`config.mk`:
```
export PLATFORM = sky130hd
export DESIGN_NAME = stereo_ram_reader
export DESIGN_NICKNAME = d
export VERILOG_FILES = /design/src/rtl/stereo_ram_reader.sv
export SDC_FILE = /design/constraint.sdc
export NUM_CORES = 1
export LEC_CHECK = 0
export ABC_AREA = 1
export BUFFER_PORTS_ARGS = -buffer_cell sky130_fd_sc_hd__buf_2
export CAP_MARGIN = 20
export CELL_PAD_IN_SITES_DETAIL_PLACEMENT = 1
export CELL_PAD_IN_SITES_GLOBAL_PLACEMENT = 2
export CORE_ASPECT_RATIO = 0.5
export CORE_MARGIN = 5
export CORE_UTILIZATION = 37
export CTS_CLUSTER_DIAMETER = 200
export DETAILED_ROUTE_END_ITERATION = 10
export MAX_ROUTING_LAYER = met4
export PLACE_DENSITY = 0.83
export SYNTH_ARGS = -nofsm -noshare
export SYNTH_HDL_FRONTEND = slang
export SYNTH_SLANG_ARGS = --single-unit
```
`constraint.sdc`:
```
create_clock -name clk -period 6.45 [get_ports clk]
set_input_delay 1.29 -clock clk [delete_from_list [all_inputs] [get_ports clk]]
set_output_delay 1.29 -clock clk [all_outputs]
set_load 0.02 [all_outputs]
```
`src/rtl/stereo_ram_reader.sv`:
```
// Read engine for the f/g calc RAMs: scans row, disparity, x and streams tagged (f,g) pairs.
// A credit check against a 2-entry output FIFO absorbs RAM latency and downstream backpressure.
module stereo_ram_reader #(
  parameter int ADDR_W   = 11,
  parameter int DATA_W   = 3,
  parameter int LINE_LEN = 160,
  parameter int ROWS     = 12,
  parameter int MAX_DISP = 16,
  localparam int ROW_W   = (ROWS > 1) ? $clog2(ROWS) : 1
) (
  input  logic              clk,
  input  logic              reset,
  input  logic              start,
  output logic              busy,
  output logic              done,
  output logic              rden,
  output logic [ADDR_W-1:0] address_f,
  output logic [ADDR_W-1:0] address_g,
  input  logic [DATA_W-1:0] fdata,
  input  logic [DATA_W-1:0] gdata,
  output logic              out_valid,
  input  logic              out_ready,
  output logic [DATA_W-1:0] out_f,
  output logic [DATA_W-1:0] out_g,
  output logic [ROW_W-1:0]  out_row,
  output logic [5:0]        out_disp,
  output logic              out_first,
  output logic              out_last
);

  localparam int X_W    = (LINE_LEN > 1) ? $clog2(LINE_LEN) : 1;
  localparam int DISP_W = 6;
  localparam logic [X_W-1:0]    X_LAST   = X_W'(LINE_LEN - 1);
  localparam logic [DISP_W-1:0] D_LAST   = DISP_W'(MAX_DISP - 1);
  localparam logic [ROW_W-1:0]  R_LAST   = ROW_W'(ROWS - 1);
  localparam logic [ADDR_W-1:0] ROW_STEP = ADDR_W'(LINE_LEN);

  typedef enum logic [1:0] {IDLE, ISSUE, DRAIN} state_t;

  typedef struct packed {
    logic [ROW_W-1:0]  row;
    logic [DISP_W-1:0] disp;
    logic              first;
    logic              last;
  } tag_t;

  typedef struct packed {
    logic [DATA_W-1:0] f;
    logic [DATA_W-1:0] g;
    logic [ROW_W-1:0]  row;
    logic [DISP_W-1:0] disp;
    logic              first;
    logic              last;
  } beat_t;

  state_t            state_q, state_d;
  logic [ROW_W-1:0]  row_q, row_d;
  logic [DISP_W-1:0] disp_q, disp_d;
  logic [X_W-1:0]    x_q, x_d;
  logic [ADDR_W-1:0] base_q, base_d;
  logic              done_q, done_d;
  tag_t              tag_q, tag_d;
  logic              tag_vld_q, tag_vld_d;
  beat_t             fifo_q [2];
  beat_t             fifo_d [2];
  logic              wr_ptr_q, wr_ptr_d;
  logic              rd_ptr_q, rd_ptr_d;
  logic [1:0]        occ_q, occ_d;

  logic              pop;
  logic              push;
  logic              credit;
  logic              issue;
  logic [ADDR_W-1:0] addr_f;
  beat_t             head;

  always_comb begin
    pop    = (occ_q != 2'd0) && out_ready;
    push   = tag_vld_q;
    // Entries already held plus the one still in the RAM pipe must leave room after this cycle's pop.
    credit = ({1'b0, occ_q} + {2'b00, tag_vld_q}) < (3'd2 + {2'b00, pop});
    issue  = (state_q == ISSUE) && credit;
    addr_f = base_q + ADDR_W'(x_q);

    state_d   = state_q;
    row_d     = row_q;
    disp_d    = disp_q;
    x_d       = x_q;
    base_d    = base_q;
    done_d    = 1'b0;
    tag_d     = tag_q;
    tag_vld_d = issue;

    case (state_q)
      IDLE: begin
        if (start && !done_q) begin
          state_d = ISSUE;
          row_d   = '0;
          disp_d  = '0;
          x_d     = '0;
          base_d  = '0;
        end
      end
      ISSUE: begin
        if (issue) begin
          tag_d = '{row: row_q, disp: disp_q,
                    first: (int'(x_q) == int'(disp_q)), last: (x_q == X_LAST)};
          if (x_q == X_LAST) begin
            if (disp_q == D_LAST) begin
              if (row_q == R_LAST) begin
                state_d = DRAIN;
              end else begin
                row_d  = row_q + ROW_W'(1);
                disp_d = '0;
                x_d    = '0;
                base_d = base_q + ROW_STEP;
              end
            end else begin
              disp_d = disp_q + DISP_W'(1);
              x_d    = X_W'(disp_q + DISP_W'(1));
            end
          end else begin
            x_d = x_q + X_W'(1);
          end
        end
      end
      DRAIN: begin
        if (occ_q == 2'd0 && !tag_vld_q) begin
          state_d = IDLE;
          done_d  = 1'b1;
        end
      end
      default: state_d = IDLE;
    endcase
  end

  always_comb begin
    fifo_d   = fifo_q;
    wr_ptr_d = wr_ptr_q;
    rd_ptr_d = rd_ptr_q;
    occ_d    = occ_q;
    if (push) begin
      fifo_d[wr_ptr_q] = '{f: fdata, g: gdata, row: tag_q.row, disp: tag_q.disp,
                           first: tag_q.first, last: tag_q.last};
      wr_ptr_d = ~wr_ptr_q;
    end
    if (pop) begin
      rd_ptr_d = ~rd_ptr_q;
    end
    case ({push, pop})
      2'b10:   occ_d = occ_q + 2'd1;
      2'b01:   occ_d = occ_q - 2'd1;
      default: occ_d = occ_q;
    endcase
  end

  always_ff @(posedge clk or posedge reset) begin
    if (reset) begin
      state_q   <= IDLE;
      row_q     <= '0;
      disp_q    <= '0;
      x_q       <= '0;
      base_q    <= '0;
      done_q    <= 1'b0;
      tag_q     <= '0;
      tag_vld_q <= 1'b0;
      fifo_q[0] <= '0;
      fifo_q[1] <= '0;
      wr_ptr_q  <= 1'b0;
      rd_ptr_q  <= 1'b0;
      occ_q     <= 2'd0;
    end else begin
      state_q   <= state_d;
      row_q     <= row_d;
      disp_q    <= disp_d;
      x_q       <= x_d;
      base_q    <= base_d;
      done_q    <= done_d;
      tag_q     <= tag_d;
      tag_vld_q <= tag_vld_d;
      fifo_q    <= fifo_d;
      wr_ptr_q  <= wr_ptr_d;
      rd_ptr_q  <= rd_ptr_d;
      occ_q     <= occ_d;
    end
  end

  assign head      = fifo_q[rd_ptr_q];
  assign busy      = (state_q != IDLE);
  assign done      = done_q;
  assign rden      = issue;
  assign address_f = addr_f;
  assign address_g = addr_f - ADDR_W'(disp_q);
  assign out_valid = (occ_q != 2'd0);
  assign out_f     = head.f;
  assign out_g     = head.g;
  assign out_row   = head.row;
  assign out_disp  = head.disp;
  assign out_first = head.first;
  assign out_last  = head.last;

endmodule

```
[Word level (Yosys, flattened, before mapping)]
Cells that the tools add are included.
W data, S select, Z words.
Storage, ports and cells
  logic and storage cells: 120
  input bits: 10
  register bits after elaboration: 85
  output and inout port bits: 44
Operators by class
  add/sub/neg operators: 11
  equality and inequality tests: 17
  order comparisons: 4
  bitwise logic cells: 4
  reduce and logical (&&, ||, !) cells: 18
  muxes and demuxes: 40
Operator list (number)
  $mux W18: 4
  $mux W11: 5
  $mux W8: 5
  $bwmux W36: 1
  $mux W6: 5
  $pmux W11 S2: 1
  $mux W4: 5
  $demux W18 S1: 1
  $pmux W8 S2: 1
  $mux W2: 6
  $pmux W6 S2: 1
  $reduce_and A6 Y1: 2
  $add A11 B8 Y11: 1
  $add A11 B8 Y11 const B: 1
  $sub A11 B6 Y11: 1
  $add A8 B1 Y8 const B: 1
  $eq A8 B7 Y1: 1
  $eq A8 B8 Y1 const B: 1
  $ne A2 B2 Y1 const B: 4
  $pmux W4 S2: 1
  $reduce_bool A2 Y1: 4
  $add A6 B1 Y7 const B: 1
  $add A6 B1 Y6 const B: 1
  $eq A6 B4 Y1 const B: 1
  25 further kinds: 39

[Logic depth before layout (Yosys ltp)]
Gate-level depths: netlist of the first run.
  word-level depth: 7
  depth in mapped cells: 11
  gate-level depth less buffers: 11

[Worst setup path after synthesis of the first run]
No wires, ideal clock.
  path type: reg-to-output
  start: register x_q[5]
  end: output port address_g[8]
  arrival: 2.125 ns
  required time: 5.160 ns
  stages on the path, launching flop included: 8
  path slack: 3.035 ns
  path buffers: 1
  cell sequence: dfrtp_1 > ha_1 > clkbuf_1 > ha_1 > a21oi_1 > nand4_1 > nor2_1 > xor2_1
On the way
  word-level cells in the longest chain between the ends: 2
Ends and longest elaborated chain
  from (decl): RTL line 59  | logic [X_W-1:0] x_q, x_d;
  from (signal assigned): RTL line 162  | x_q <= '0;
  from (signal assigned): RTL line 176  | x_q <= x_d;
  $add A11 B8 Y11: RTL line 83  | addr_f = base_q + ADDR_W'(x_q);
  named net address_f[5]: RTL line 17  | output logic [ADDR_W-1:0] address_f,
  $sub A11 B6 Y11: RTL line 193  | assign address_g = addr_f - ADDR_W'(disp_q);
  to (decl): RTL line 18  | output logic [ADDR_W-1:0] address_g,
The timed path passes the listed nets, and every way through them passes these cells.

[Final worst setup path of the first run]
  start: input port out_ready
  end: output port rden
On the way
  word-level cells in the longest chain between the ends: 4
Ends and longest elaborated chain
  from (decl): RTL line 22  | input logic out_ready,
  $logic_and A1 B1 Y1: RTL line 78  | pop = (occ_q != 2'd0) && out_ready;
  $add A2 B1 Y3: RTL line 81  | credit = ({1'b0, occ_q} + {2'b00, tag_vld_q}) < (3'd2 + {2'b00, pop});
  $lt A3 B3 Y1: RTL line 81
  $logic_and A1 B1 Y1: RTL line 82  | issue = (state_q == ISSUE) && credit;
  to (decl): RTL line 16  | output logic rden,
No other way between the ends.

==> key figures, run 1 <==
Routing
  – DRC: 0
  – Initial DRT Pass Iterations: 4
  – Via count: 3811
  – Post-Route WL: 11400 um
  – Antenna viol nets, final: 0
  – 1st-iter DRT viols: 139
  – WL/cell: 14.11 um
  – Vias per cell: 4.717

Synth
  – Cells after Synth: 588
  – Multiplexer area fraction after synthesis: 4.315%
  – EDFF count, synth: 0
  – Yosys reg bits: 80
  – Primary FF master, synth: dfrtp_1
  – Sequential fraction of the synthesis area: 42.62%
  – Syn avg cell area: 7.988 um2
  – Synth Area in Compound Gates: 9.243%
  – Ys Warns: 0
  – Asr flop ratio synth: 100.0%
  – Distinct cells, synth: 34
  – Syn Nets: 617
  – Post-synthesis simple-gate area fraction: 27.12%
  – Yosys top cell area share: 42.62%
  – Largest family of logic cells by synthesized area: simple AND/OR/NAND/NOR gates
  – Synth Area in Adders: 5.221%
  – Post-synth top area cell: dfrtp_1
  – Xor-xnor portion of the synthesized cell area: 3.170%
  – Post-Syn Area: 4697 um2
  – Commonest cells in the netlist: nand2_1 (180), dfrtp_1 (80), inv_1 (66)
  – Largest cells by area after synthesis: dfrtp_1 (43%), nand2_1 (14%), o21ai_0 (6.2%)
  – Cell with the most instances after synthesis: nand2_1

Place
  – Port Buffers: 53
  – Routability cong.: 0.8537
  – Final HPWL DP: 8162 um

CTS
  – Worst skew pair latency: 0.34 ns
  – Number of buffers created by CTS: 9
  – Post_cts resized: 0
  – CTS tree: built
  – Longest Clk Path Bufs: 2
  – Root buf cell: clkbuf_16
  – Sink Count: 80
  – CTS Hold Bufs: 0
  – Clk slew on worst S/H paths: 0.06 ns
  – H-tree depth: 3
  – Post CTS Setup Buffer Count: 0

Die
  – Die W: 169.3 um
  – Die Ht: 89.67 um
  – Die area: 15180 um2
  – Io pins: 54
  – Starting Density: 37.41%
  – # rows: 29
  – Core box area: 12550 um2

Worst setup path
  – Required time of the critical path: 5.16 ns
  – Nature of the critical path endpoint: primary output
  – Crit Path Class: input port to primary output
  – Critical path peak fanout: 26
  – Crit path arrival time: 2.49 ns
  – Crit start category: input port

Global routing
  – Largest net degree at the start of global routing: 81
  – Global Route Usage Sum: 16.45%
  – Total grt overflow: 0
  – Global-route wire length before repair: 19400 um
  – Vias in the first global route: 3862
  – Initial antenna violation count: 0

Timing
  – RSZ-0062 raised after global routing: no
  – Max Clock Skew: 0.007476 ns
  – Final setup fails: 0
  – Final hold vios: 0
  – Fin crit share: 58.65%
  – TNS Setup: 0 ns
  – Slew Limit Fails: 0
  – Post-layout min period: 3.783 ns
  – Worst slew pin tran: 0.8808 ns
  – Max_slew headroom: 41.28%
  – Peak Freq: 0.2644 GHz

Pwr
  – P per Cell Area: 495.2 nW/um2
  – VDD IR max: 192.3 uV
  – Pwr Total: 2692 uW
  – Leakage power: 0.002838 uW

Worst hold path
  – Min-delay worst type: register to register

Cells and area
  – Antenna Cells: 0
  – Footprint of the multi-input gates: 2305 um2
  – Register area: 2002 um2
  – Fillers: 1542
  – # nets final: 662
  – Layout cells sized above 1: 19.75%
  – Area growth from synthesis to layout: 15.74%

Run
  – Max Cap Viol: 0

Status
  – Outcome: finished, final reports clean
## worst paths after layout
| path | from | endpoint | slack [ns] | depth (start not counted) |
|---|---|---|---|---|
| min | fifo_q[12]$_DFFE_PP0P_ | fifo_q[12]$_DFFE_PP0P_ | 0.48 | 2 |
| min in group asynchronous | reset | fifo_q[17]$_DFFE_PP0P_ | 1.08 | 3 |
| max | out_ready | rden | 2.67 | 6 |
| max reg2reg | disp_q[1]$_DFFE_PP0P_ | x_q[7]$_DFFE_PP0P_ | 4.35 | 8 |
| max in group asynchronous | reset | base_q[6]$_DFFE_PP0P_ | 4.76 | 4 |
| min reg2reg | fifo_q[12]$_DFFE_PP0P_ | fifo_q[12]$_DFFE_PP0P_ | 0.48 | 2 |
## where the power goes
group / total (uW) / internal (uW) / switching [uW]
clock: 572 / 364 / 209
combinational: 1320 / 461 / 863
sequential: 796 / 650 / 146
total: 2690 / 1470 / 1220
## area by class of cell
class	count	area share, %
clock inverter	5	1.588
sequential	80	36.82
tap	170	3.913
clock buffer	11	4.649
timing repair buffer	56	5.662
multi-input combinational	415	42.39
inverter	71	4.971
## cell families after synthesis
| group | after synthesis |
|---|---|
| fa+ha+maj | 19 |
| simple gates | 282 |
| compound gates | 79 |
| buf+inv | 93 |
| flops | 80 |
| mux | 18 |
| xor+xnor | 17 |
## registers in the layout, indices dropped and copies added, names as in the netlist, 2 cells and up
signal and flops:
base_q 6, disp_q 6, fifo_q 36, occ_q 2, row_q 4, state_q 2, tag_q 12, x_q 8
## metal layers
layer  track usage, %  part of all wire (%)  vias up
met5                -                     0        -
met4            3.725                  0.98        0
met3            3.105                   3.9       10
met2            25.20                    41       60
met1            22.91                    54     1779
li1                 -                     -     1962
## worst max-delay path, cell delays in order
cell     delay (ns)
buf_2          0.09
nand3_1        0.07
nand2_1        0.07
nand2_2        0.07
nor2_2         0.60
buf_2          0.30
## through the flow
stage	setup slack [ns]	util (%)	hold slack (ns)	instances	cell area, um2
after floorplan	3.035	-	0.4476	588	4697
after global placement	2.671	40.32	0.4606	790	5062
after detailed placement	2.640	40.32	0.4679	790	5062
after CTS	2.648	43.02	0.4859	806	5401
after global routing	2.477	43.30	0.5042	808	5436
final	2.667	43.30	0.4808	808	5436
## cell usage in the layout (no fill, tap or decap), drive strengths merged
| cell | synthesis | layout |
|---|---|---|
| nor3b | 1 | 1 |
| clkinv | 0 | 2 |
| nand3b | 3 | 3 |
| and2 | 1 | 1 |
| nor2 | 37 | 37 |
| o21ai | 69 | 69 |
| a31oi | 1 | 1 |
| inv | 71 | 72 |
| nor3 | 3 | 3 |
| or2 | 4 | 4 |
| bufinv | 0 | 2 |
| buf | 10 | 56 |
| nand3 | 31 | 31 |
| clkbuf | 12 | 11 |
| dfrtp | 80 | 80 |
| a21oi | 9 | 9 |
| xnor2 | 9 | 9 |
| nand4 | 11 | 11 |
| nand2 | 191 | 191 |
| xor2 | 8 | 8 |
| ha | 18 | 18 |
| fa | 1 | 1 |
| mux2 | 18 | 18 |
Note: power is estimated with default switching activity, not from simulation.
==> run 2, diff against run 1 <==
--- a/config.mk
+++ b/config.mk
@@ -5,18 +5,18 @@
 export SDC_FILE = /design/constraint.sdc
 export NUM_CORES = 1
 export LEC_CHECK = 0
-export ABC_AREA = 1
+export ABC_AREA = 0
 export BUFFER_PORTS_ARGS = -buffer_cell sky130_fd_sc_hd__buf_2
 export CAP_MARGIN = 20
 export CELL_PAD_IN_SITES_DETAIL_PLACEMENT = 1
 export CELL_PAD_IN_SITES_GLOBAL_PLACEMENT = 2
 export CORE_ASPECT_RATIO = 0.5
 export CORE_MARGIN = 5
-export CORE_UTILIZATION = 37
+export CORE_UTILIZATION = 34
 export CTS_CLUSTER_DIAMETER = 200
 export DETAILED_ROUTE_END_ITERATION = 10
 export MAX_ROUTING_LAYER = met4
-export PLACE_DENSITY = 0.83
+export PLACE_DENSITY = 0.74
 export SYNTH_ARGS = -nofsm -noshare
 export SYNTH_HDL_FRONTEND = slang
 export SYNTH_SLANG_ARGS = --single-unit
==> constraint.sdc (replaced) <==
create_clock -name clk -period 3.2 [get_ports clk]
set_input_delay 0.64 -clock clk [delete_from_list [all_inputs] [get_ports clk]]
set_output_delay 0.64 -clock clk [all_outputs]
set_load 0.02 [all_outputs]
==> key figures, run 2 <==
CTS
  – CTS Hold Bufs: 0
  – Clk slew on worst S/H paths: 0.06 ns
  – Longest Clk Path Bufs: 2
  – Worst skew pair latency: 0.34 ns
  – Sink Count: 80
  – Post_cts resized: 0
  – CTS tree: built
  – Post CTS Setup Buffer Count: 0
  – H-tree depth: 3
  – Number of buffers created by CTS: 9
  – Root buf cell: clkbuf_16

Die
  – Die Ht: 90.18 um
  – Core box area: 12630 um2
  – Io pins: 54
  – # rows: 29
  – Starting Density: 34.62%
  – Die area: 15360 um2
  – Die W: 170.4 um

Cells and area
  – Most common cell after layout, fill and taps aside: dfrtp_1
  – Post-layout util: 40.84%
  – Final instance count without filler cells: 637
  – Largest Register: fifo_q
  – Final Instance Area: 5157 um2
  – Max reg flops: 36
  – Antenna Cells: 0
  – Commonest cells after routing, fill and taps aside: dfrtp_1 (78), mux2_2 (61), buf_2 (53), nor2_1 (30), nand2_1 (25)
  – Layout cells sized above 1: 34.26%
  – Area growth from synthesis to layout: 17.97%
  – Largest regs: fifo_q: 36 flops, tag_q: 12 flops, x_q: 8 flops
  – # nets final: 491

Timing
  – Peak Freq: 0.3266 GHz
  – Fin crit share: 95.68%
  – Final hold vios: 0
  – Slew Limit Fails: 0
  – TNS Setup: 0 ns
  – Max Clock Skew: 0.007066 ns
  – Final setup fails: 0
  – Worst slew pin tran: 0.9763 ns
  – Post-layout min period: 3.062 ns
  – Final hold slack: 0.3816 ns
  – Max_slew headroom: 34.91%

Worst setup path
  – Crit path arrival time: 2.42 ns
  – Crit start category: register
  – Critical path peak fanout: 8
  – Required time of the critical path: 2.56 ns
  – Crit Path Class: register to primary output
  – Nature of the critical path endpoint: primary output

Synth
  – Cells after Synth: 408
  – Distinct cells, synth: 53
  – Yosys top cell area share: 45.79%
  – Yosys reg bits: 80
  – Commonest cells in the netlist: dfrtp_1 (80), mux2_2 (61), nor2_1 (30)
  – Sequential fraction of the synthesis area: 45.79%
  – Post-Syn Area: 4372 um2
  – Syn Nets: 437
  – Primary FF master, synth: dfrtp_1
  – EDFF count, synth: 0
  – Cell with the most instances after synthesis: dfrtp_1
  – Asr flop ratio synth: 100.0%
  – Ys Warns: 0
  – Largest cells by area after synthesis: dfrtp_1 (46%), mux2_2 (16%), ha_1 (5.2%)
  – Syn avg cell area: 10.71 um2
  – Post-synth top area cell: dfrtp_1

Pwr
  – Sequential share of power: 30.4%
  – Switching Share: 43.03%
  – Comb power frac: 50.6%
  – P per Cell Area: 986.8 nW/um2
  – Net Sw Power: 2190 uW
  – Leakage power: 0.002464 uW
  – Power share of the clock group: 19.0%
  – Int Pwr: 2899 uW
  – VDD IR max: 419.5 uV

Place
  – Port Buffers: 53
  – Post-Place Cells: 621
  – Final HPWL DP: 7929 um
  – Placed Area: 4862 um2
  – Routability cong.: 0.7993

Global routing
  – Global-route wire length before repair: 18340 um
  – Total grt overflow: 0
  – Vias in the first global route: 3431
  – Largest net degree at the start of global routing: 45
  – Global Route Usage Sum: 15.29%
  – Initial antenna violation count: 0

Routing
  – Via count: 3249
  – Post-Route WL: 11040 um
  – DRC: 0
  – WL/cell: 17.33 um
  – Antenna viol nets, final: 0
  – 1st-iter DRT viols: 171
  – Initial DRT Pass Iterations: 4
  – Vias per cell: 5.100

Run
  – Max Cap Viol: 0

Status
  – Outcome: finished, final reports clean

Worst hold path
  – Min-delay worst type: input port to async pin
## run 2: critical path, stage by stage (launching register included)
cell	delay [ns]
dfrtp_2	0.45
ha_1	0.35
a21o_1	0.19
xor2_1	0.17
or3_4	0.36
nor3_1	0.22
xor2_1	0.16
buf_2	0.18
## run 2: final cells by class
type	instances	area, um2
repair buffers	66	375.4
inverters	16	61.31
well taps	170	212.7
fillers	1431	7470
clock inverters	7	53.80
clock buffers	9	225.2
multi-input cells	289	2225
flip-flops and latches	80	2004
## run 2: power by group through the flow
| stage | Clock (uW) | Combinational, uW | Sequential, uW |
|---|---|---|---|
| 2_1_floorplan | 0 | 1970 | 1450 |
| 3_3_place_gp | 0 | 2580 | 1560 |
| 3_5_place_dp | 0 | 2590 | 1570 |
| 4_1_cts | 998 | 2600 | 1550 |
| 5_1_grt | 1030 | 2860 | 1600 |
| 6_report | 967 | 2570 | 1550 |
## run 2: per-stage QoR
step                power, uW  setup slack, ns
detailed placement       4156           0.4477
floorplan                3416           0.4168
global placement         4134           0.4849
global route             5488        -0.006763
finish                   5089           0.1382
CTS                      5154          0.05483
## run 2: worst paths after layout
| kind | from | cells past startpoint | slack, ns | endpoint |
|---|---|---|---|---|
| worst max register to register | x_q[1]$_DFFE_PP0P_ | 6 | 0.56 | x_q[0]$_DFFE_PP0P_ |
| worst min-delay path | reset | 2 | 0.38 | fifo_q[18]$_DFFE_PP0P_ |
| worst min register to register | wr_ptr_q$_DFFE_PP0P_ | 1 | 0.49 | wr_ptr_q$_DFFE_PP0P_ |
| max in group asynchronous | reset | 3 | 2.14 | disp_q[2]$_DFFE_PP0P_ |
| worst max-delay path | x_q[6]$_DFFE_PP0P_ | 7 | 0.14 | address_g[10] |
| min in group clk | wr_ptr_q$_DFFE_PP0P_ | 1 | 0.49 | wr_ptr_q$_DFFE_PP0P_ |
## run 2: kinds of logic (layout without fill, tap and decap cells)
group | count (synthesis) | count (layout) | synth area share [%]
AO/OA/AOI/OAI | 75 | 75 | 11.82
AND/OR/NAND/NOR | 109 | 109 | 12.39
XOR/XNOR | 24 | 24 | 4.808
buffers and inverters | 39 | 98 | 3.635
adder cells (fa/ha/maj) | 19 | 19 | 5.610
multiplexers | 62 | 62 | 15.94
flip-flops | 80 | 80 | 45.79
## run 2: per-layer routing
metal / GRT usage, % / wire, um / share of wire [%] / up-vias
met5: - / 0 / 0 / -
met4: 3.189 / 104 / 0.94 / 0
met3: 3.111 / 334 / 3.0 / 7
met2: 21.75 / 4550 / 41 / 49
met1: 22.48 / 6051 / 55 / 1628
li1: - / - / - / 1565
==> run 3, diff against run 2 <==
--- a/config.mk
+++ b/config.mk
@@ -15,7 +15,6 @@
 export CORE_UTILIZATION = 34
 export CTS_CLUSTER_DIAMETER = 200
 export DETAILED_ROUTE_END_ITERATION = 10
-export MAX_ROUTING_LAYER = met4
 export PLACE_DENSITY = 0.74
 export SYNTH_ARGS = -nofsm -noshare
 export SYNTH_HDL_FRONTEND = slang
==> key figures, run 3 (synthesized netlist as in run 2, its figures left out) <==
Routing
  – Antenna viol nets, final: 0
  – Via count: 3247
  – 1st-iter DRT viols: 159
  – Vias per cell: 5.097
  – Post-Route WL: 11020 um
  – DRC: 0
  – WL/cell: 17.31 um
  – Initial DRT Pass Iterations: 4

CTS
  – CTS tree: built
  – H-tree depth: 3
  – Longest Clk Path Bufs: 2
  – Worst skew pair latency: 0.34 ns
  – Number of buffers created by CTS: 9
  – Root buf cell: clkbuf_16
  – Clk slew on worst S/H paths: 0.06 ns
  – Sink Count: 80

Global routing
  – Total grt overflow: 0
  – Largest net degree at the start of global routing: 45
  – Vias in the first global route: 3423
  – Global-route wire length before repair: 18350 um
  – Initial antenna violation count: 0
  – Global Route Usage Sum: 14.88%

Cells and area
  – Max reg flops: 36
  – # nets final: 491
  – Largest regs: fifo_q: 36 flops, tag_q: 12 flops, x_q: 8 flops
  – Largest Register: fifo_q
  – Post-layout util: 40.84%
  – Layout cells sized above 1: 34.26%
  – Commonest cells after routing, fill and taps aside: dfrtp_1 (78), mux2_2 (61), buf_2 (53), nor2_1 (30), nand2_1 (25)
  – Area growth from synthesis to layout: 17.97%
  – Most common cell after layout, fill and taps aside: dfrtp_1
  – Final Instance Area: 5157 um2
  – Antenna Cells: 0

Worst setup path
  – Crit path arrival time: 2.42 ns
  – Worst reg-to-reg path cell count: 6
  – Critical path peak fanout: 8
  – R2R setup slack: 0.56 ns
  – Nature of the critical path endpoint: primary output
  – Required time of the critical path: 2.56 ns
  – Crit Path Class: register to primary output
  – Crit start category: register
  – Worst R2R End: x_q[0]$_DFFE_PP0P_
  – Reg2reg start: x_q[1]$_DFFE_PP0P_

Die
  – # rows: 29
  – Die Ht: 90.18 um
  – Core box area: 12630 um2
  – Starting Density: 34.62%
  – Die area: 15360 um2
  – Die W: 170.4 um
  – Io pins: 54

Pwr
  – Pwr Total: 5086 uW
  – Leakage power: 0.002464 uW
  – P per Cell Area: 986.1 nW/um2
  – VDD IR max: 414.4 uV

Timing
  – PnR worst setup slack: 0.1393 ns
  – Max_slew headroom: 35.11%
  – Fin crit share: 95.65%
  – Post-layout min period: 3.061 ns
  – Peak Freq: 0.3267 GHz
  – Final hold slack: 0.3783 ns
  – Slew Limit Fails: 0
  – Worst slew pin tran: 0.9734 ns
  – Final setup fails: 0
  – Max Clock Skew: 0.007346 ns
  – Final hold vios: 0

Place
  – Routability cong.: 0.7882
  – Final HPWL DP: 7929 um
  – Placed Area: 4862 um2
  – Port Buffers: 53
  – Place WS: 0.4477 ns

Status
  – Outcome: finished, final reports clean

Worst hold path
  – Min-delay worst type: input port to async pin

Run
  – Max Cap Viol: 0
## run 3: cell counts in the layout (fill, tap and decap cells not counted)
Identical to the previous run, type by type.
## run 3: how the worst max path moves through the flow
stage	to	start
floorplan	address_g[9]	x_q[6]$_DFFE_PP0P_
finish	address_g[10]	x_q[6]$_DFFE_PP0P_
global placement	address_g[10]	x_q[6]$_DFFE_PP0P_
detailed placement	address_g[9]	x_q[6]$_DFFE_PP0P_
global route	address_g[10]	disp_q[2]$_DFFE_PP0P_
CTS	address_g[9]	x_q[6]$_DFFE_PP0P_
## run 3: routing by layer
| layer | global-route usage [%] | vias up | routed length, um |
|---|---|---|---|
| met5 | 0 | - | 0 |
| met4 | 3.189 | 0 | 99 |
| met3 | 3.506 | 8 | 399 |
| met2 | 21.85 | 49 | 4567 |
| met1 | 22.21 | 1629 | 5959 |
| li1 | - | 1561 | - |
## run 3: report_power, final
part,switching (uW),internal (uW),total [uW]
clock network,434,531,964
registers,265,1290,1550
logic,1490,1080,2570
total,2190,2900,5090
## run 3: final cells by class
type,instances,area [um2]
inverter,16,61.31
tap,170,212.7
multi-input combinational,289,2225
clock inverter,7,53.80
fill,1431,7470
clock buffer,9,225.2
timing repair buffer,66,375.4
sequential,80,2004
## run 3: repair_timing
item	CTS	global route
gates resized for setup	0	5
endpoints found under the hold margin	0	0
endpoints found under the setup margin	0	3
setup buffers	0	0
hold buffers	0	0
## run 3: critical path: stages, from the launching register on
cell and delay (ns):
dfrtp_2 0.45, ha_1 0.35, a21o_1 0.19, xor2_1 0.17, or3_4 0.36, nor3_1 0.22, xor2_1 0.16, buf_2 0.18
## run 3: through the flow
stage	setup TNS [ns]	cells
floorplan	0	408
global route	-0.006790	637
CTS	0	637
finish	0	637
detailed placement	0	621
global placement	0	621
